--- config.mk ---
export PLATFORM = sky130hd
export DESIGN_NAME = pipe_debug_ctrl
export DESIGN_NICKNAME = d
export VERILOG_FILES = /design/src/rtl/pipe_debug_pkg.sv /design/src/rtl/pipe_cycle_counter.sv /design/src/rtl/pipe_debug_ctrl.sv
export SDC_FILE = /design/constraint.sdc
export NUM_CORES = 1
export LEC_CHECK = 0
export ABC_AREA = 0
export CORE_MARGIN = 2
export CORE_UTILIZATION = 52
export CTS_BUF_LIST = sky130_fd_sc_hd__clkbuf_4 sky130_fd_sc_hd__clkbuf_8 sky130_fd_sc_hd__clkbuf_16
export DETAILED_ROUTE_END_ITERATION = 7
export GPL_ROUTABILITY_DRIVEN = 0
export GPL_TIMING_DRIVEN = 0
export PLACE_DENSITY = 0.8
export SETUP_SLACK_MARGIN = 0.05
export SYNTH_ARGS = -nofsm -noshare
export SYNTH_HDL_FRONTEND = slang
export SYNTH_SLANG_ARGS = --single-unit
--- constraint.sdc ---
create_clock -name clock -period 3 [get_ports clock]
set_input_delay 0.45 -clock clock [delete_from_list [all_inputs] [get_ports clock]]
set_output_delay 0.45 -clock clock [all_outputs]
set_load 0.05 [all_outputs]
--- src/rtl/pipe_debug_pkg.sv ---
// Shared encodings for the pipeline debug sequencer: debug commands, FSM states and step-count helpers.
package pipe_debug_pkg;

  localparam int unsigned STEP_W = 8;

  typedef enum logic [1:0] {
    CMD_RUN   = 2'b00,
    CMD_STEP  = 2'b01,
    CMD_CLEAR = 2'b10,
    CMD_HALT  = 2'b11
  } cmd_e;

  typedef enum logic [2:0] {
    ST_IDLE  = 3'd0,
    ST_RUN   = 3'd1,
    ST_STEP  = 3'd2,
    ST_CLEAR = 3'd3,
    ST_DONE  = 3'd4
  } state_e;

  // A STEP of zero cycles still executes one cycle.
  function automatic logic [STEP_W-1:0] step_load(input logic [STEP_W-1:0] n);
    return (n == '0) ? STEP_W'(1) : n;
  endfunction

endpackage

--- src/rtl/pipe_cycle_counter.sv ---
// Saturating up-counter with enable and synchronous clear (clear wins over enable).
module pipe_cycle_counter #(
  parameter int unsigned CNT_W = 32
) (
  input  logic             clock,
  input  logic             reset,
  input  logic             en,
  input  logic             clr,
  output logic [CNT_W-1:0] count
);

  logic [CNT_W-1:0] count_q;
  logic [CNT_W-1:0] count_d;

  always_comb begin
    count_d = count_q;
    if (clr) begin
      count_d = '0;
    end else if (en && (count_q != '1)) begin
      count_d = count_q + CNT_W'(1);
    end
  end

  always_ff @(posedge clock or posedge reset) begin
    if (reset) begin
      count_q <= '0;
    end else begin
      count_q <= count_d;
    end
  end

  assign count = count_q;

endmodule

--- src/rtl/pipe_debug_ctrl.sv ---
// Debug-unit sequencer for the IF/ID, ID/EX, EX/MEM and MEM/WB registers: run/step/clear/halt
// control, hazard-driven stall/flush decode and an executed-cycle counter.
module pipe_debug_ctrl
  import pipe_debug_pkg::*;
#(
  parameter int unsigned CNT_W      = 32,
  parameter int unsigned CLR_CYCLES = 2
) (
  input  logic              clock,
  input  logic              reset,
  input  logic              cmdValid,
  output logic              cmdReady,
  input  logic [1:0]        cmd,
  input  logic [STEP_W-1:0] stepN,
  input  logic              eopWb,
  input  logic              loadUseHazard,
  input  logic              branchTaken,
  output logic              debugEnable,
  output logic              debugReset,
  output logic              pcWrite,
  output logic              ifIdWrite,
  output logic              ifIdSyncClr,
  output logic              idExSyncClr,
  output logic              running,
  output logic              done,
  output logic              stepDone,
  output logic [CNT_W-1:0]  cycleCount
);

  localparam int unsigned CLR_W = $clog2(CLR_CYCLES + 1);

  state_e            state_q, state_d;
  logic [STEP_W-1:0] rem_q, rem_d;
  logic [CLR_W-1:0]  clr_q, clr_d;
  logic              cmd_ready_q, cmd_ready_d;
  logic              debug_enable_q, debug_enable_d;
  logic              debug_reset_q, debug_reset_d;
  logic              done_q, done_d;
  logic              step_done_q, step_done_d;
  logic              cmd_fire;
  logic              cnt_clr;
  cmd_e              cmd_w;

  assign cmd_w    = cmd_e'(cmd);
  assign cmd_fire = cmdValid && cmd_ready_q;

  // Next state, step/clear down-counters and the registered state decodes.
  always_comb begin
    state_d     = state_q;
    rem_d       = rem_q;
    clr_d       = clr_q;
    step_done_d = 1'b0;

    case (state_q)
      ST_IDLE: begin
        if (cmd_fire) begin
          case (cmd_w)
            CMD_RUN:   state_d = ST_RUN;
            CMD_STEP: begin
              state_d = ST_STEP;
              rem_d   = step_load(stepN);
            end
            CMD_CLEAR: begin
              state_d = ST_CLEAR;
              clr_d   = CLR_W'(CLR_CYCLES);
            end
            default:   state_d = ST_IDLE;
          endcase
        end
      end
      ST_RUN: begin
        // End of program outranks a HALT offered in the same cycle.
        if (eopWb) begin
          state_d = ST_DONE;
        end else if (cmd_fire && (cmd_w == CMD_HALT)) begin
          state_d = ST_IDLE;
        end
      end
      ST_STEP: begin
        if (eopWb) begin
          state_d     = ST_DONE;
          rem_d       = '0;
          step_done_d = 1'b1;
        end else if (rem_q <= STEP_W'(1)) begin
          state_d     = ST_IDLE;
          rem_d       = '0;
          step_done_d = 1'b1;
        end else begin
          rem_d = rem_q - STEP_W'(1);
        end
      end
      ST_CLEAR: begin
        if (clr_q <= CLR_W'(1)) begin
          state_d = ST_IDLE;
          clr_d   = '0;
        end else begin
          clr_d = clr_q - CLR_W'(1);
        end
      end
      ST_DONE: begin
        if (cmd_fire && (cmd_w == CMD_CLEAR)) begin
          state_d = ST_CLEAR;
          clr_d   = CLR_W'(CLR_CYCLES);
        end
      end
      default: state_d = ST_IDLE;
    endcase

    cmd_ready_d    = (state_d == ST_IDLE) || (state_d == ST_RUN) || (state_d == ST_DONE);
    debug_enable_d = (state_d == ST_RUN) || (state_d == ST_STEP);
    debug_reset_d  = (state_d == ST_CLEAR);
    done_d         = (state_d == ST_DONE);
  end

  always_ff @(posedge clock or posedge reset) begin
    if (reset) begin
      state_q        <= ST_IDLE;
      rem_q          <= '0;
      clr_q          <= '0;
      cmd_ready_q    <= 1'b1;
      debug_enable_q <= 1'b0;
      debug_reset_q  <= 1'b0;
      done_q         <= 1'b0;
      step_done_q    <= 1'b0;
    end else begin
      state_q        <= state_d;
      rem_q          <= rem_d;
      clr_q          <= clr_d;
      cmd_ready_q    <= cmd_ready_d;
      debug_enable_q <= debug_enable_d;
      debug_reset_q  <= debug_reset_d;
      done_q         <= done_d;
      step_done_q    <= step_done_d;
    end
  end

  // Counter is zeroed throughout CLEAR, starting on the entry edge.
  assign cnt_clr = (state_d == ST_CLEAR);

  pipe_cycle_counter #(
    .CNT_W (CNT_W)
  ) u_cycle_counter (
    .clock (clock),
    .reset (reset),
    .en    (debug_enable_q),
    .clr   (cnt_clr),
    .count (cycleCount)
  );

  // Hazard decode: load-use stall outranks a taken branch.
  always_comb begin
    pcWrite     = 1'b0;
    ifIdWrite   = 1'b0;
    ifIdSyncClr = 1'b0;
    idExSyncClr = 1'b0;
    if (debug_enable_q) begin
      if (loadUseHazard) begin
        idExSyncClr = 1'b1;
      end else if (branchTaken) begin
        pcWrite     = 1'b1;
        ifIdWrite   = 1'b1;
        ifIdSyncClr = 1'b1;
      end else begin
        pcWrite   = 1'b1;
        ifIdWrite = 1'b1;
      end
    end
  end

  assign cmdReady    = cmd_ready_q;
  assign debugEnable = debug_enable_q;
  assign debugReset  = debug_reset_q;
  assign running     = debug_enable_q;
  assign done        = done_q;
  assign stepDone    = step_done_q;

endmodule
==> metrics.cfg, run 1 <==
[outcome]
status = finished, final reports clean

[setup_path]
rr_endpoint = u_cycle_counter.count[15]
crit_end = u_cycle_counter.count[15]
r2r_slack_ns = 0.46
critical-path-slowest-cell = a311oi_1
crit_chain = clkbuf_1 > or3b_1 > a311oi_1 > a211oi_2 > nor2b_1 > clkbuf_2 > buf_2 > a21oi_1
cp.depth = 8
crit_type = reg -> reg
start_kind = flip-flop
critPathTopFamily = compound AO/OA/AOI/OAI gates
rr_startpoint = state_q[2]
critPathArrivalTime_ns = 2.72
cp.required_ns = 3.18
startpoint = state_q[2]
cp_max_fo = 10
max_stage_delay_ns = 0.57
r2r_cells = 8
cp-end-kind = flip-flop
path_buf_inv = 3

[layout]
layout-drive-gt1-share_pct = 10.3
fill_cells = 474
final_cell_mix = clkdlybuf4s50_1, dfrtp_1, nand2_1
final_common_cell = clkdlybuf4s50_1
n_antenna_cell = 0
syn_to_final_growth_pct = 26.5
nNetsFinal = 403
multi_input_comb_area_um2 = 1490
seq_area_um2 = 1250

[global_route]
use_met1_pct = 32.7
grt_pass1_vias = 2613
grt_usage_pct = 24.0
grt_max_degree = 34
gr-total-overflow = 0
grt_first_pass_wirelength_um = 12000
grt-busiest-layer = met2
met2_usage_pct = 39.2
antenna_found_initial = 0
grt_use_met3_pct = 3.75

[sta]
period_share_pct = 84.7
finalCriticalPeriod_ns = 2.54
rsz0062_at_grt = false
drv_slew = 0
slew-limit-headroom_pct = 47.2
setup_viol = 0
hold_viol = 0
tightest_slew_ns = 0.785
worst_clock_skew_ns = 0.00822
fmax_ghz = 0.394
setup_tns_ns = 0

[floorplanning]
die_w_um = 78.9
die_h_um = 78.9
core_area_um2 = 5470
die_area_um2 = 6220
io_pins = 58
num_rows = 27
start_util_pct = 53.3

[power]
pwr-share-comb_pct = 56.3
seq_power_share_pct = 33.4
p_sw_mw = 2.00
power_density_nw_per_um2 = 1070
report.power.total_mw = 3.95
power.leakage_nw = 1.45
max-vdd-ir-drop_mv = 0.611
intPower_mw = 1.95
switching_share_pct = 50.5
clkPwrFrac_pct = 10.3

[clock_tree]
post_cts_resize_count = 0
clk_latency_ns = 0.30
post_cts_buffers = 0
ctsHoldBuffers = 0
clockBufferDepth = 2
cts_made_buffers = 5
cts_htree_levels = 2
clkTransAtPathRegs_ns = 0.09
cts_tree = done
cts-root-buf = clkbuf_8
cts_sinks = 50

[route]
drc_errors = 0
drt_iter0_drc = 159
dr.pass1.iters = 5
routed_via_density = 6.14
antenna_left = 0
wirelength_um = 7000
routedWlPerCell_um = 15.5
num_vias = 2775

[placed_design]
place.detailed.hpwl_um = 5080
io_buffers = 57

[yosys]
synth_seq_cells = 50
synth_area_per_cell_um2 = 9.28
synth_flop_cell = dfrtp_1
ys_async_sr_fraction_pct = 100
yosys_warnings = 0
netlist_instances = 314
synth_edf_count = 0
ys_seq_area_share_pct = 43.0
synth_cell_type_count = 59
syn_area_um2 = 2920
synth_nets = 338

[min_path]
min_path_type = in -> async

[job]
drv_cap = 0

==> synthesized netlist by cell type, types with 2 or more instances <==
library cell  number  area share [%]
dfrtp_1           49              42
nand2_1           29             3.7
a21oi_1           25             4.3
or4_1             17             4.4
or3_1             16             3.4
nand3_1           15             2.6
nor2_1            15             1.9
inv_1             14             1.8
o21ai_0           14             2.4
o31ai_1           14             3.6
nand4_1            9             1.9
o21ai_1            9             1.5
ha_1               8             3.4
buf_2              5            0.86
clkbuf_1           5            0.64
nor3_1             5            0.86
a22o_1             4             1.2
nor4_1             4            0.86
a21oi_2            3            0.90
a31oi_1            3            0.64
a211o_1            2            0.60
and2_1             2            0.43
and3_1             2            0.43
buf_4              2            0.51
buf_6              2            0.77
nor2b_1            2            0.43
nor4_2             2            0.86
o211ai_1           2            0.51
o22ai_1            2            0.43
or2_2              2            0.43
or4_4              2            0.77
xor2_1             2            0.60
==> worst register-to-register path, stage by stage (launching register included) <==
cell	delay, ns
dfrtp_1	0.37
clkbuf_1	0.18
or3b_1	0.45
a311oi_1	0.57
a211oi_2	0.13
nor2b_1	0.17
clkbuf_2	0.21
buf_2	0.28
a21oi_1	0.07
==> stage by stage <==
step	area, µm²	hold slack (ns)	std cells	util, %	setup slack, ns
CTS	3690	0.462	452	67.4	0.436
detailed placement	3600	0.500	444	65.7	0.157
global route	3690	0.490	452	67.4	0.246
finish	3690	0.452	452	67.4	0.460
floorplan	2920	0.453	314	-	0.414
global placement	3580	0.482	443	65.3	0.251
==> worst min path at each step <==
stage	start	to	slack, ns	cells after the start
5_1_grt	reset	debugReset	0.49	2
4_1_cts	reset	debugReset	0.46	2
6_report	reset	u_cycle_counter.count[10]	0.45	2
2_1_floorplan	clr_q[1]	clr_q[0]	0.45	2
3_5_place_dp	clr_q[1]	clr_q[0]	0.50	2
3_3_place_gp	clr_q[1]	clr_q[0]	0.48	2
==> flip-flops by register name, summed over array words and instances, names as in the netlist <==
signal,cells
u_cycle_counter.count,32
debugEnable,1
done,1
stepDone,1
debugReset,1
rem_q,8
state_q,3
cmdReady,1
clr_q,2
==> power by group through the flow <==
stage | clock (mW) | combinational [mW] | sequential (mW)
3_3_place_gp | 0 | 2.18 | 1.31
4_1_cts | 0.422 | 2.23 | 1.31
2_1_floorplan | 0 | 0.842 | 1.97
3_5_place_dp | 0 | 2.22 | 1.33
5_1_grt | 0.445 | 2.38 | 1.37
6_report | 0.409 | 2.22 | 1.32
==> area by class of cell <==
type | count | area share [%]
plain buffers | 17 | 3.29
clock buffers | 8 | 2.48
inverters | 14 | 1.43
multi-input cells | 233 | 40.4
flip-flops and latches | 50 | 34.0
well taps | 72 | 2.44
repair buffers | 58 | 16.0
==> logic make-up (layout without fill, tap and decap cells) <==
kind of cell / after synthesis / in the layout / synth area share (%)
buf+inv: 31 / 97 / 5.97
fa+ha+maj: 8 / 8 / 3.43
simple gates: 128 / 128 / 25.1
compound gates: 93 / 93 / 21.3
flops: 50 / 50 / 43.0
mux: 1 / 1 / 0.343
xor+xnor: 3 / 3 / 0.901
==> routing by layer <==
metal	vias to the layer above	share of wire (%)
li1	1320	-
met5	-	0
met4	0	1.6
met2	102	48
met1	1340	45
met3	13	5.4
Power figures use the tool's default switching activity.
==> inputs of run 2 (changes only) <==
--- a/config.mk
+++ b/config.mk
@@ -7,12 +7,12 @@
 export LEC_CHECK = 0
 export ABC_AREA = 0
 export CORE_MARGIN = 2
-export CORE_UTILIZATION = 52
+export CORE_UTILIZATION = 47
 export CTS_BUF_LIST = sky130_fd_sc_hd__clkbuf_4 sky130_fd_sc_hd__clkbuf_8 sky130_fd_sc_hd__clkbuf_16
 export DETAILED_ROUTE_END_ITERATION = 7
 export GPL_ROUTABILITY_DRIVEN = 0
 export GPL_TIMING_DRIVEN = 0
-export PLACE_DENSITY = 0.8
+export PLACE_DENSITY = 0.77
 export SETUP_SLACK_MARGIN = 0.05
 export SYNTH_ARGS = -nofsm -noshare
 export SYNTH_HDL_FRONTEND = slang
==> constraint.sdc (replaced) <==
create_clock -name clock -period 2 [get_ports clock]
set_input_delay 0.3 -clock clock [delete_from_list [all_inputs] [get_ports clock]]
set_output_delay 0.3 -clock clock [all_outputs]
set_load 0.05 [all_outputs]
==> run 2 against run 1 <==
  * The flow now finishes with violations (setup timing)
  * Clock skew is 0.0020 ns higher
  * First-iteration DRC count is 110% higher
  * Combinational power is 120% higher
  * Total power is 91% higher
  * Maximum frequency is 10% higher
  * Hold slack worse by 0.12 ns
  * Via count is 23% higher
  * Largest cell class unchanged
==> metrics.cfg, run 2 (same netlist as run 1, synthesis figures left out) <==
[sta]
finalCriticalPeriod_ns = 2.30  ; was 2.54 ns
rsz0062_at_grt = true  ; was false
slew-limit-headroom_pct = 59.8  ; was 47.2%
hold_viol = 0  ; unchanged
worst_slack_ns = -0.305  ; was 0.460 ns
worst_clock_skew_ns = 0.0102  ; was 0.00822 ns
period_share_pct = 115  ; was 84.7%
fmax_ghz = 0.434  ; was 0.394 GHz
setup_viol = 31  ; was 0
tightest_slew_ns = 0.598  ; was 0.785 ns
drv_slew = 0  ; unchanged

[route]
drt_iter0_drc = 327  ; was 159
drc_errors = 0  ; unchanged
num_vias = 3413  ; was 2775
dr.pass1.iters = 5  ; unchanged
wirelength_um = 11500  ; was 7000 µm
routed_via_density = 6.56  ; was 6.14
antenna_left = 0  ; unchanged
routedWlPerCell_um = 22.0  ; was 15.5 µm

[job]
drv_cap = 0  ; unchanged

[clock_tree]
clkTransAtPathRegs_ns = 0.10  ; was 0.09 ns
ctsHoldBuffers = 0  ; unchanged
clockBufferDepth = 2  ; unchanged
cts_sinks = 50  ; unchanged
cts_htree_levels = 2  ; unchanged
cts-root-buf = clkbuf_8  ; unchanged
cts_made_buffers = 5  ; unchanged
cts_tree = done  ; unchanged
clk_latency_ns = 0.31  ; was 0.30 ns

[setup_path]
path_buf_inv = 2  ; was 3
cp-end-kind = flip-flop  ; unchanged
max_stage_delay_ns = 0.57  ; about the same
critPathArrivalTime_ns = 2.53  ; was 2.72 ns
cpMostUsedCell = buf_6
cp_max_fo = 6  ; was 10
crit_type = reg -> reg  ; unchanged
crit_chain = nand4_1 > or4_4 > o31ai_4 > buf_6 > buf_6 > o31ai_1 > a21oi_1  ; was clkbuf_1 > or3b_1 > a311oi_1 > a211oi_2 > nor2b_1 > clkbuf_2 > buf_2 > a21oi_1
cp.required_ns = 2.22  ; was 3.18 ns
start_kind = flip-flop  ; unchanged
critical-path-slowest-cell = or4_4  ; was a311oi_1
critPathTopFamily = simple AND/OR/NAND/NOR gates  ; was compound AO/OA/AOI/OAI gates

[power]
p_sw_mw = 3.77  ; was 2.00 mW
seq_power_share_pct = 27.4  ; was 33.4%
intPower_mw = 3.79  ; was 1.95 mW
power.leakage_nw = 2.11  ; was 1.45 nW
switching_share_pct = 49.9  ; was 50.5%
power_density_nw_per_um2 = 1570  ; was 1070 nW/µm²
pwr-share-comb_pct = 63.9  ; was 56.3%
report.power.total_mw = 7.56  ; was 3.95 mW
max-vdd-ir-drop_mv = 1.13  ; was 0.611 mV
clkPwrFrac_pct = 8.7  ; was 10.3%

[floorplanning]
start_util_pct = 48.9  ; was 53.3%
num_rows = 28  ; was 27
io_pins = 58  ; unchanged
die_area_um2 = 6850  ; was 6220 µm²
die_h_um = 82.8  ; was 78.9 µm
core_area_um2 = 5960  ; was 5470 µm²
die_w_um = 82.8  ; was 78.9 µm

[global_route]
grt_first_pass_wirelength_um = 15100  ; was 12000 µm
grt_pass1_vias = 3111  ; was 2613
grt_max_degree = 30  ; was 34
grt_usage_pct = 29.0  ; was 24.0%
gr-total-overflow = 0  ; unchanged
antenna_found_initial = 0  ; unchanged

[layout]
final_common_cell = buf_4  ; was clkdlybuf4s50_1
final_cell_mix = buf_4, clkdlybuf4s50_1, dfrtp_2  ; was clkdlybuf4s50_1, dfrtp_1, nand2_1
n_antenna_cell = 0  ; unchanged
layout-drive-gt1-share_pct = 45.2  ; was 10.3%
nNetsFinal = 468  ; was 403
syn_to_final_growth_pct = 65.4  ; was 26.5%
largest_reg_flops = 32  ; unchanged

[placed_design]
place.detailed.hpwl_um = 5350  ; was 5080 µm
pre_cts_ws_ns = -0.718  ; was 0.157 ns
io_buffers = 57  ; unchanged

[outcome]
status = finished, violations left  ; was finished, final reports clean
violations = setup timing

[min_path]
min_path_type = in -> async  ; unchanged

==> run 2: timing repair <==
item,4_1_cts,5_1_grt
pin swaps,51,35
setup endpoints to repair,47,53
gates cloned,4,0
gates resized for setup,64,73
hold endpoints to repair,0,0
buffers inserted,57,10
==> run 2: final timing paths <==
path | end | slack, ns | depth (start not counted) | from
max | u_cycle_counter.count[7] | -0.30 | 7 | u_cycle_counter.count[23]
min reg2reg | clr_q[0] | 0.51 | 2 | clr_q[1]
min | u_cycle_counter.count[5] | 0.33 | 2 | reset
min in group clock | clr_q[0] | 0.51 | 2 | clr_q[1]
max in group asynchronous | cmdReady | 1.05 | 3 | reset
max reg2reg | u_cycle_counter.count[7] | -0.30 | 7 | u_cycle_counter.count[23]
==> run 2: layer usage <==
metal | GRT usage, % | up-vias | wire, µm
li1 | - | 1450 | -
met1 | 34.2 | 1628 | 4100
met2 | 51.7 | 259 | 5640
met3 | 5.11 | 76 | 1040
met4 | 12.1 | 0 | 672
met5 | 0 | - | 0
==> run 2: final cells by class <==
cell class / instances / area [µm²]
fillers: 335 / 1130
plain buffers: 14 / 148
clock buffers: 8 / 97.6
multi-input cells: 233 / 1920
repair buffers: 126 / 1220
flip-flops and latches: 50 / 1290
well taps: 75 / 93.8
inverters: 14 / 52.6
==> run 2: power by group through the flow <==
stage               clock, mW  combinational [mW]  sequential, mW
floorplan                   0                1.30            3.04
global placement            0                3.33            2.06
detailed placement          0                3.40            2.07
CTS                     0.651                4.30            1.99
global route            0.706                5.06            2.11
finish                  0.660                4.83            2.07
==> run 2: worst reg2reg max path, delay by kind of cell (launching register included) <==
| kind | cells | cell delay [ns] |
|---|---|---|
| AND/OR/NAND/NOR | 2 | 0.78 |
| flip-flops | 1 | 0.40 |
| AO/OA/AOI/OAI | 3 | 0.66 |
| buffers and inverters | 2 | 0.37 |
==> run 2: through the flow <==
step / area (µm²) / TNS, ns / hold WS, ns / std cells / utilization, %
after CTS: 4490 / -2.14 / 0.351 / 511 / 75.4
after global placement: 3670 / -52.18 / 0.481 / 446 / 61.7
after global routing: 4820 / -7.00 / 0.385 / 520 / 80.9
final: 4820 / -5.92 / 0.334 / 520 / 80.9
after detailed placement: 3690 / -24.76 / 0.504 / 447 / 62.0
after floorplan: 3010 / -4.72 / 0.447 / 314 / -
==> inputs of run 3 (changes only) <==
--- a/config.mk
+++ b/config.mk
@@ -7,12 +7,12 @@
 export LEC_CHECK = 0
 export ABC_AREA = 0
 export CORE_MARGIN = 2
-export CORE_UTILIZATION = 47
+export CORE_UTILIZATION = 56
 export CTS_BUF_LIST = sky130_fd_sc_hd__clkbuf_4 sky130_fd_sc_hd__clkbuf_8 sky130_fd_sc_hd__clkbuf_16
 export DETAILED_ROUTE_END_ITERATION = 7
 export GPL_ROUTABILITY_DRIVEN = 0
 export GPL_TIMING_DRIVEN = 0
-export PLACE_DENSITY = 0.77
+export PLACE_DENSITY = 0.86
 export SETUP_SLACK_MARGIN = 0.05
 export SYNTH_ARGS = -nofsm -noshare
 export SYNTH_HDL_FRONTEND = slang
==> constraint.sdc (replaced) <==
create_clock -name clock -period 2.7 [get_ports clock]
set_input_delay 0.405 -clock clock [delete_from_list [all_inputs] [get_ports clock]]
set_output_delay 0.405 -clock clock [all_outputs]
set_load 0.05 [all_outputs]
==> run 3 against run 2 <==
  * The run now ends clean
  * Critical path depth increased by 3
  * Sequential share of layout area increased by 7.0 points
  * Sequential power decreased by 29%
  * Flip-flop and latch count unchanged
  * Non-clock buffer count decreased by 63
  * Highest routed layer unchanged
==> metrics.cfg, run 3 (same netlist as run 1, synthesis figures left out) <==
[power]
max-vdd-ir-drop_mv = 0.622  ; was 1.13 mV
power.leakage_nw = 1.46  ; was 2.11 nW
power_density_nw_per_um2 = 1200  ; was 1570 nW/µm²

[route]
drc_errors = 0  ; unchanged
routedWlPerCell_um = 15.8  ; was 22.0 µm
dr.pass1.iters = 5  ; unchanged
drt_iter0_drc = 162  ; was 327
routed_via_density = 6.20  ; was 6.56
wirelength_um = 7140  ; was 11500 µm
num_vias = 2804  ; was 3413
antenna_left = 0  ; unchanged

[setup_path]
cp_max_fo = 10  ; was 6
rr_startpoint = u_cycle_counter.count[20]  ; was u_cycle_counter.count[23]
start_kind = input port  ; was flip-flop
r2r_slack_ns = 0.24  ; was -0.30 ns
rr_endpoint = u_cycle_counter.count[1]  ; was u_cycle_counter.count[7]
cp-end-kind = flip-flop  ; unchanged
cp.required_ns = 2.92  ; was 2.22 ns
crit_type = in -> reg  ; was reg -> reg
critPathArrivalTime_ns = 2.71  ; was 2.53 ns
r2r_cells = 8  ; was 7

[clock_tree]
cts-root-buf = clkbuf_8  ; unchanged
clk_latency_ns = 0.30  ; was 0.31 ns
cts_sinks = 50  ; unchanged
cts_made_buffers = 5  ; unchanged
clkTransAtPathRegs_ns = 0.09  ; was 0.10 ns
cts_htree_levels = 2  ; unchanged
clockBufferDepth = 2  ; unchanged
cts_tree = done  ; unchanged

[layout]
n_antenna_cell = 0  ; unchanged
fin_util_pct = 73.0  ; was 80.9%
final_common_cell = clkdlybuf4s50_1  ; was buf_4
fin_area_um2 = 3710  ; was 4820 µm²
largest_reg_flops = 32  ; unchanged
stdcell_count = 452  ; was 520
nNetsFinal = 405  ; was 468
syn_to_final_growth_pct = 27.1  ; was 65.4%
final_cell_mix = clkdlybuf4s50_1, dfrtp_1, nand2_1  ; was buf_4, clkdlybuf4s50_1, dfrtp_2
layout-drive-gt1-share_pct = 11.0  ; was 45.2%

[sta]
fmax_ghz = 0.401
setup_viol = 0  ; was 31
tightest_slew_ns = 0.820  ; was 0.598 ns
rsz0062_at_grt = false  ; was true
worst_slack_ns = 0.206  ; was -0.305 ns
period_share_pct = 92.4
setup_tns_ns = 0  ; was -5.92 ns
finalCriticalPeriod_ns = 2.49
drv_slew = 0  ; unchanged
worst_clock_skew_ns = 0.0102  ; about the same
hold_viol = 0  ; unchanged
slew-limit-headroom_pct = 44.9  ; was 59.8%

[global_route]
grt_usage_pct = 25.3  ; was 29.0%
gr-total-overflow = 0  ; unchanged
grt_max_degree = 32  ; was 30
antenna_found_initial = 0  ; unchanged
grt_first_pass_wirelength_um = 12200  ; was 15100 µm
grt_pass1_vias = 2734  ; was 3111

[min_path]
min_path_type = in -> async  ; unchanged

[floorplanning]
num_rows = 26  ; was 28
start_util_pct = 57.4  ; was 48.9%
die_h_um = 76.2  ; was 82.8 µm
die_area_um2 = 5800  ; was 6850 µm²
die_w_um = 76.2  ; was 82.8 µm
core_area_um2 = 5070  ; was 5960 µm²
io_pins = 58  ; unchanged

[job]
drv_cap = 0  ; unchanged

[placed_design]
io_buffers = 57  ; unchanged
place.detailed.hpwl_um = 5120  ; was 5350 µm
dpl_cell_area_um2 = 3590  ; was 3690 µm²
dp.cells = 442  ; was 447
pre_cts_ws_ns = -0.0844  ; was -0.718 ns

[outcome]
status = finished, final reports clean  ; was finished, violations left

run 3: layer usage:
layer | up-vias | GRT usage, % | wire (µm) | share of wire [%]
met4 | 0 | 10.9 | 187 | 2.6
met1 | 1352 | 30.4 | 2860 | 40
met5 | - | 0 | 0 | 0
met2 | 113 | 45.1 | 3690 | 52
met3 | 24 | 3.91 | 395 | 5.5
li1 | 1315 | - | - | -
run 3: how the worst max path moves through the flow:
stage | slack [ns] | start | endpoint | cells past startpoint
after floorplan | 0.15 | u_cycle_counter.count[3] | u_cycle_counter.count[1] | 7
after global placement | -0.02 | cmd[0] | u_cycle_counter.count[7] | 10
after detailed placement | -0.08 | cmd[0] | u_cycle_counter.count[18] | 10
after CTS | 0.16 | state_q[2] | u_cycle_counter.count[1] | 8
after global routing | 0.08 | u_cycle_counter.count[20] | u_cycle_counter.count[1] | 8
final | 0.21 | cmd[0] | u_cycle_counter.count[18] | 10
run 3: worst max-delay path: stages:
cell             delay, ns
clkdlybuf4s50_1       0.54
inv_1                 0.09
ha_1                  0.23
and3_1                0.20
a31o_2                0.26
a211oi_2              0.37
nor2b_1               0.09
clkbuf_2              0.17
buf_2                 0.20
a21oi_1               0.15
run 3: where the power goes:
part | internal, mW | total (mW) | switching [mW]
Combinational | 0.905 | 2.51 | 1.60
Sequential | 1.07 | 1.48 | 0.412
Clock | 0.215 | 0.460 | 0.245
run 3: metrics by stage:
step | total power, mW | hold slack (ns)
2_1_floorplan | 3.13 | 0.453
3_3_place_gp | 3.87 | 0.480
3_5_place_dp | 3.95 | 0.498
4_1_cts | 4.40 | 0.445
5_1_grt | 4.70 | 0.485
6_report | 4.45 | 0.422
run 3: final cells by class:
type,instances,area (µm²)
multi-input combinational,233,1500
fill,383,1370
sequential,50,1250
timing repair buffer,60,606
buffer,17,121
clock buffer,8,91.3
tap,70,87.6
inverter,14,52.6
run 3: repair_timing:
item	CTS	global route
setup endpoints to repair	0	29
hold buffers	0	0
gates resized for setup	0	1
buffers inserted	0	2
==> RTL change 1, RTL diff (config.mk and constraints of run 1) <==
`CNT_W` is set to 32 in 2 places; all go to 64.
--- a/src/rtl/pipe_cycle_counter.sv
+++ b/src/rtl/pipe_cycle_counter.sv
@@ -1,6 +1,6 @@
 // Saturating up-counter with enable and synchronous clear (clear wins over enable).
 module pipe_cycle_counter #(
-  parameter int unsigned CNT_W = 32
+  parameter int unsigned CNT_W = 64
 ) (
   input  logic             clock,
   input  logic             reset,
--- a/src/rtl/pipe_debug_ctrl.sv
+++ b/src/rtl/pipe_debug_ctrl.sv
@@ -3,7 +3,7 @@
 module pipe_debug_ctrl
   import pipe_debug_pkg::*;
 #(
-  parameter int unsigned CNT_W      = 32,
+  parameter int unsigned CNT_W      = 64,
   parameter int unsigned CLR_CYCLES = 2
 ) (
   input  logic              clock,
Interface: changed (resized cycleCount); port bits go from 58 to 90. No check against the original RTL was run, so the function may have changed too.
==> RTL change 1 against run 1 <==
  * Largest power group is now sequential cells
  * Combinational power decreased by 49%
  * Final area up 66%
  * Sequential power rose by 6%
  * Total power shrank 13%
  * Non-clock buffer count is 45 higher
  * Count of clock-buffer cells in the layout increased by 4
  * First-iteration DRC count rose to 2.6 times the old value
  * Sequential cell count is 32 higher
  * Setup slack worse by 370 ps
  * Largest cell class unchanged
  * Clock skew rose by 0.72 ps
  * Synthesized area grew 65%
  * Wire length increased by 96%
  * Utilization down 0.18 points
  * Critical path type is now flop to output pin
==> RTL change 1: results (changes against run 1) <==
run_status:
  status: "complete, no violations"
flow_run:
  max_cap_viol_count: 0  # unchanged
sta:
  relSlewSlack_pct: 50.4  # +3.1 points
  final-hold-violation-count: 0  # unchanged
  clock-skew-final_ps: 8.95  # +0.721 ps
critical_path:
  cp_max_fo: 9  # -1
  rrSetupSlack_ps: 190  # -270 ps
  crit_end: "pcWrite"
  setup.worst_path.start: "debugEnable"
  critPathSlowestCell: "clkdlybuf4s50_1"
  r2r_cells: 7  # -1
  cp_top_family: "buffers and inverters"
  r2r_start: "u_cycle_counter.count[4]"
  critPathMaxStageDelay_ps: 780  # +210 ps
  reg2reg_to: "u_cycle_counter.count[55]"
  crit_arrival_ps: 2460  # -260 ps
  crit_type: "flop to output pin"
synthesis:
  avgSynthCellArea_um2: 8.90  # -4.1%
  synth_fp_nets: 563  # +67%
  synth.top_cells.by_count: "dfrtp_1, nor2_1, nand2_1, a21oi_1, o21ai_0"
  synth.ff_latch_count: 82  # +64%
  synth.top_cells.by_area: "dfrtp_1, nor2_1, nand2_1"
  ys_seq_area_share_pct: 42.8  # -0.17 points
  async_reset_ff_share_pct: 100  # unchanged
  synth_warnings: 0  # unchanged
  synth_cell_types: 63  # +6.8%
placement:
  hpwlAfterDp_mm: 9.95  # +96%
  dpl_cell_area_um2: 5860  # +63%
  port_buffers: 89  # +56%
final_layout:
  multi_input_gates: 417  # +79%
  buffer_area_share_pct: 17.7  # -1.6 points
  multi_input_area_share_pct: 41.9  # +1.6 points
  seq_share_pct: 33.5  # -0.42 points
  clkbuf_count: 12  # +4
  area_delta_synth_final_pct: 27.6
  signal_buffers: 120  # +60%
  final_nets: 668  # +66%
  n_fill_cell: 752  # +59%
  final_layout_size_suffix_gt1_share_pct: 8.78  # -1.5 points
  largest_reg_flops: 64  # +100%
  clk_share_pct: 3.64  # +1.2 points
drt:
  vias_per_cell: 6.40  # +4.3%
  wl_met3_mm: 1.01  # +170%
  firstDrtPassIters: 5  # unchanged
  drtIter0Drc: 408  # +160%
  wl_met1_mm: 5.68  # +82%
  met2_wirelength_mm: 6.60  # +95%
  wl_per_cell_um: 18.1  # +17%
clocking:
  cts_buffers: 9  # +4
  cts_root_buffer: "clkbuf_8"
  clock_latency_ps: 350  # +50 ps
  cts-htree-levels: 3  # +1
global_route:
  grt_pass1_vias: 4550  # +74%
  track_usage_pct: 27.9  # +4.0 points
  grt_pass1_wl_mm: 22.4  # +86%
  grt_max_degree: 57  # +68%
power_and_ir_drop:
  p_leak_nw: 2.48  # +71%
  ir_drop_v: 0.000697  # +14%
==> RTL change 1: cell count changes in the layout (fill, tap and decap cells not counted), sizes merged, moves of 11 or more <==
cell / before / now
nand4: 10 / 27
xnor2: 1 / 12
dfrtp: 49 / 81
nand3: 15 / 29
nand2: 29 / 45
clkdlybuf4s50: 57 / 88
nor2: 15 / 51
o211ai: 2 / 13
nor3: 6 / 20
clkbuf: 14 / 27
xor2: 2 / 18
==> RTL change 1: kinds of logic after synthesis <==
group	Yosys count	synth area share (%)
compound gates	120	15.8
xor+xnor	30	5.48
fa+ha+maj	8	2.09
buf+inv	40	3.83
flops	82	42.8
simple gates	259	30.0
==> RTL change 1: where the power goes <==
group          leakage (nW)  internal (mW)  switching (mW)  total [mW]
clock network         0.111          0.499           0.406       0.905
registers              1.11           1.24           0.153        1.40
logic                  1.25          0.387           0.742        1.13
==> RTL change 1: stage by stage <==
| stage | setup slack, ps | utilization [%] | hold WS [ps] | total power, mW | instances |
|---|---|---|---|---|---|
| 2_1_floorplan | 301 | - | 443 | 2.16 | 539 |
| 3_3_place_gp | -895 | 64.0 | 460 | 2.49 | 739 |
| 3_5_place_dp | -400 | 64.3 | 464 | 2.53 | 740 |
| 4_1_cts | 111 | 66.9 | 435 | 3.43 | 758 |
| 5_1_grt | 50.9 | 67.2 | 464 | 3.61 | 760 |
| 6_report | 90.7 | 67.2 | 423 | 3.43 | 760 |
==> RTL change 1: per-layer routing <==
metal / vias to the layer above / GRT usage, %
met5: - / 0
met3: 51 / 4.11
met2: 253 / 45.5
met1: 2336 / 38.3
met4: 0 / 10.1
li1: 2226 / -
==> RTL change 1: timing repair <==
item / in CTS / in global routing
setup buffers: 2 / 2
gates resized for setup: 1 / 3
endpoints found under the setup margin: 20 / 21
hold buffers: 0 / 0
pin swaps: 2 / 1
==> RTL change 2, RTL diff (flow settings as in run 1) <==
Made on the original files. Remove the register `debug_reset_q`: a continuous assignment takes its place, so the output `debugReset` follows one clock earlier.
--- a/src/rtl/pipe_debug_ctrl.sv
+++ b/src/rtl/pipe_debug_ctrl.sv
@@ -119,7 +119,6 @@
       clr_q          <= '0;
       cmd_ready_q    <= 1'b1;
       debug_enable_q <= 1'b0;
-      debug_reset_q  <= 1'b0;
       done_q         <= 1'b0;
       step_done_q    <= 1'b0;
     end else begin
@@ -128,11 +127,12 @@
       clr_q          <= clr_d;
       cmd_ready_q    <= cmd_ready_d;
       debug_enable_q <= debug_enable_d;
-      debug_reset_q  <= debug_reset_d;
       done_q         <= done_d;
       step_done_q    <= step_done_d;
     end
   end
+
+  assign debug_reset_q = debug_reset_d;
 
   // Counter is zeroed throughout CLEAR, starting on the entry edge.
   assign cnt_clr = (state_d == ST_CLEAR);
Function: changed (Yosys sat finds a counterexample within 4 cycles, from zero or initial values and one cycle with reset high).
==> RTL change 2 against run 1 <==
  * Clock skew down 1.1 ps
  * Worst hold slack got worse by 5.3 ps
  * Synthesized area is 0.86% lower
  * Final area rose by 2.3%
  * Wire length up 1.7%
  * Die area is 0.81% lower
  * Total power grew 3.8%
  * Sequential cell count fell by 1
  * Critical path depth stayed put
  * Sequential share of layout area down 1.4 points
  * First-iteration DRC count is 35% higher
  * Setup slack lost 280 ps
  * Critical path type is now flop to output pin
  * Largest power group unchanged
==> RTL change 2: results (changes against run 1) <==
run_status:
  status: "complete, no violations"
clocking:
  cts_root_buffer: "clkbuf_8"
  clock_latency_ps: 300  # about the same
  cts_buffers: 5  # unchanged
critical_path:
  critPathSlowestCell: "or4b_2"
  rrSetupSlack_ps: 500  # +40 ps
  crit_arrival_ps: 2370  # -350 ps
  cp_max_fo: 10  # unchanged
  r2r_start: "u_cycle_counter.count[3]"
  critPathMaxStageDelay_ps: 660  # +90 ps
  reg2reg_to: "u_cycle_counter.count[1]"
  cp_top_family: "simple AND/OR/NAND/NOR gates"
  r2r_cells: 7  # -1
synthesis:
  synth.top_cells.by_count: "dfrtp_1, nand2_1, a21oi_1, or4_1, or3_1"
  async_reset_ff_share_pct: 100  # unchanged
  synth_fp_nets: 337  # -0.30%
  ys_seq_area_share_pct: 42.5  # -0.49 points
  avgSynthCellArea_um2: 9.23  # -0.54%
  synth_cell_types: 59  # unchanged
  synth.top_cells.by_area: "dfrtp_1, or4_1, a21oi_1"
power_and_ir_drop:
  p_leak_nw: 1.49  # +2.8%
  ir_drop_v: 0.000443  # -27%
global_route:
  antenna_found_initial: 0  # unchanged
  grt_pass1_wl_mm: 11.6  # -3.5%
  grt_pass1_vias: 2536  # -2.9%
  track_usage_pct: 23.2  # -0.74 points
sta:
  hold_ws_ps: 446  # -5.32 ps
  relSlewSlack_pct: 45.1  # -2.2 points
  clock-skew-final_ps: 7.16  # -1.06 ps
drt:
  drtIter0Drc: 214  # +35%
  vias_per_cell: 6.09  # -0.84%
  firstDrtPassIters: 4  # -1
  wl_per_cell_um: 15.6  # +1.0%
  vias: 2770  # -0.18%
final_layout:
  final_layout_size_suffix_gt1_share_pct: 12.3  # +2.0 points
  final_nets: 406  # +0.74%
placement:
  post-place-cells: 443  # -0.23%
  hpwlAfterDp_mm: 5.06  # -0.39%
-- RTL change 2: per-stage QoR --
stage / TNS (ps) / setup WS (ps) / area (um^2) / power (mW)
6_report: 0 / 182 / 3770 / 4.10
5_1_grt: 0 / 71.3 / 3770 / 4.32
4_1_cts: 0 / 63.6 / 3730 / 4.08
3_5_place_dp: -852 / -852 / 3570 / 3.54
3_3_place_gp: -818 / -818 / 3550 / 3.48
2_1_floorplan: 0 / 414 / 2890 / 2.80
-- RTL change 2: logic make-up (layout without fill, tap and decap cells) --
| kind of cell | Yosys count | in the layout | synth area share (%) |
|---|---|---|---|
| and+or+nand+nor | 128 | 128 | 25.3 |
| AOI/OAI and AO/OA | 93 | 93 | 21.5 |
| DFF | 49 | 49 | 42.5 |
| buffers and inverters | 31 | 101 | 6.02 |
| adders and majority gates | 8 | 8 | 3.46 |
| xor gates and xnor gates | 3 | 3 | 0.909 |
| muxes | 1 | 1 | 0.346 |
-- RTL change 2: worst reg2reg max path, stage by stage, from the launching register on --
cell and delay, ps:
dfrtp_1 480, nand4_2 240, or4_4 610, o31ai_4 460
buf_6 220, buf_12 140, mux2i_1 180, nor2_1 60
-- RTL change 2: layout make-up --
| class | count | area [um^2] |
|---|---|---|
| Fill cell | 410 | 1670 |
| Multi-Input combinational cell | 233 | 1520 |
| Sequential cell | 49 | 1230 |
| Timing Repair Buffer | 63 | 629 |
| Buffer | 16 | 133 |
| Clock buffer | 7 | 90.1 |
| Tap cell | 72 | 90.1 |
| Inverter | 14 | 52.6 |
| Clock inverter | 1 | 30.0 |
-- RTL change 2: how the worst max path moves through the flow --
stage / slack [ps] / cells after the start / from / endpoint
final: 180 / 8 / state_q[1] / debugReset
after detailed placement: -850 / 8 / eopWb / debugReset
after global placement: -820 / 8 / eopWb / debugReset
after floorplan: 410 / 2 / debugEnable / ifIdSyncClr
after global routing: 70 / 8 / state_q[1] / debugReset
after CTS: 60 / 8 / state_q[1] / debugReset
-- RTL change 2: metal layers --
metal | global-route usage [%] | wire (um) | part of all wire (%) | vias up
met4 | 6.14 | 79 | 1.1 | 0
li1 | - | - | - | 1318
met1 | 30.1 | 3130 | 44 | 1364
met5 | 0 | 0 | 0 | -
met3 | 4.25 | 296 | 4.2 | 9
met2 | 39.9 | 3610 | 51 | 79
-- RTL change 2: power by group --
group,leakage [nW],internal [mW],switching [mW]
clock network,0.0619,0.281,0.218
logic,0.797,0.833,1.45
registers,0.629,0.946,0.373
total,1.49,2.06,2.04
-- RTL change 2: timing repair --
| item | in CTS | in global routing |
|---|---|---|
| endpoints found under the setup margin | 1 | 1 |
| pin swaps | 2 | 2 |
| endpoints found under the hold margin | 0 | 0 |
| gates cloned | 0 | 0 |
| setup buffers | 1 | 4 |
| resized for setup | 16 | 6 |
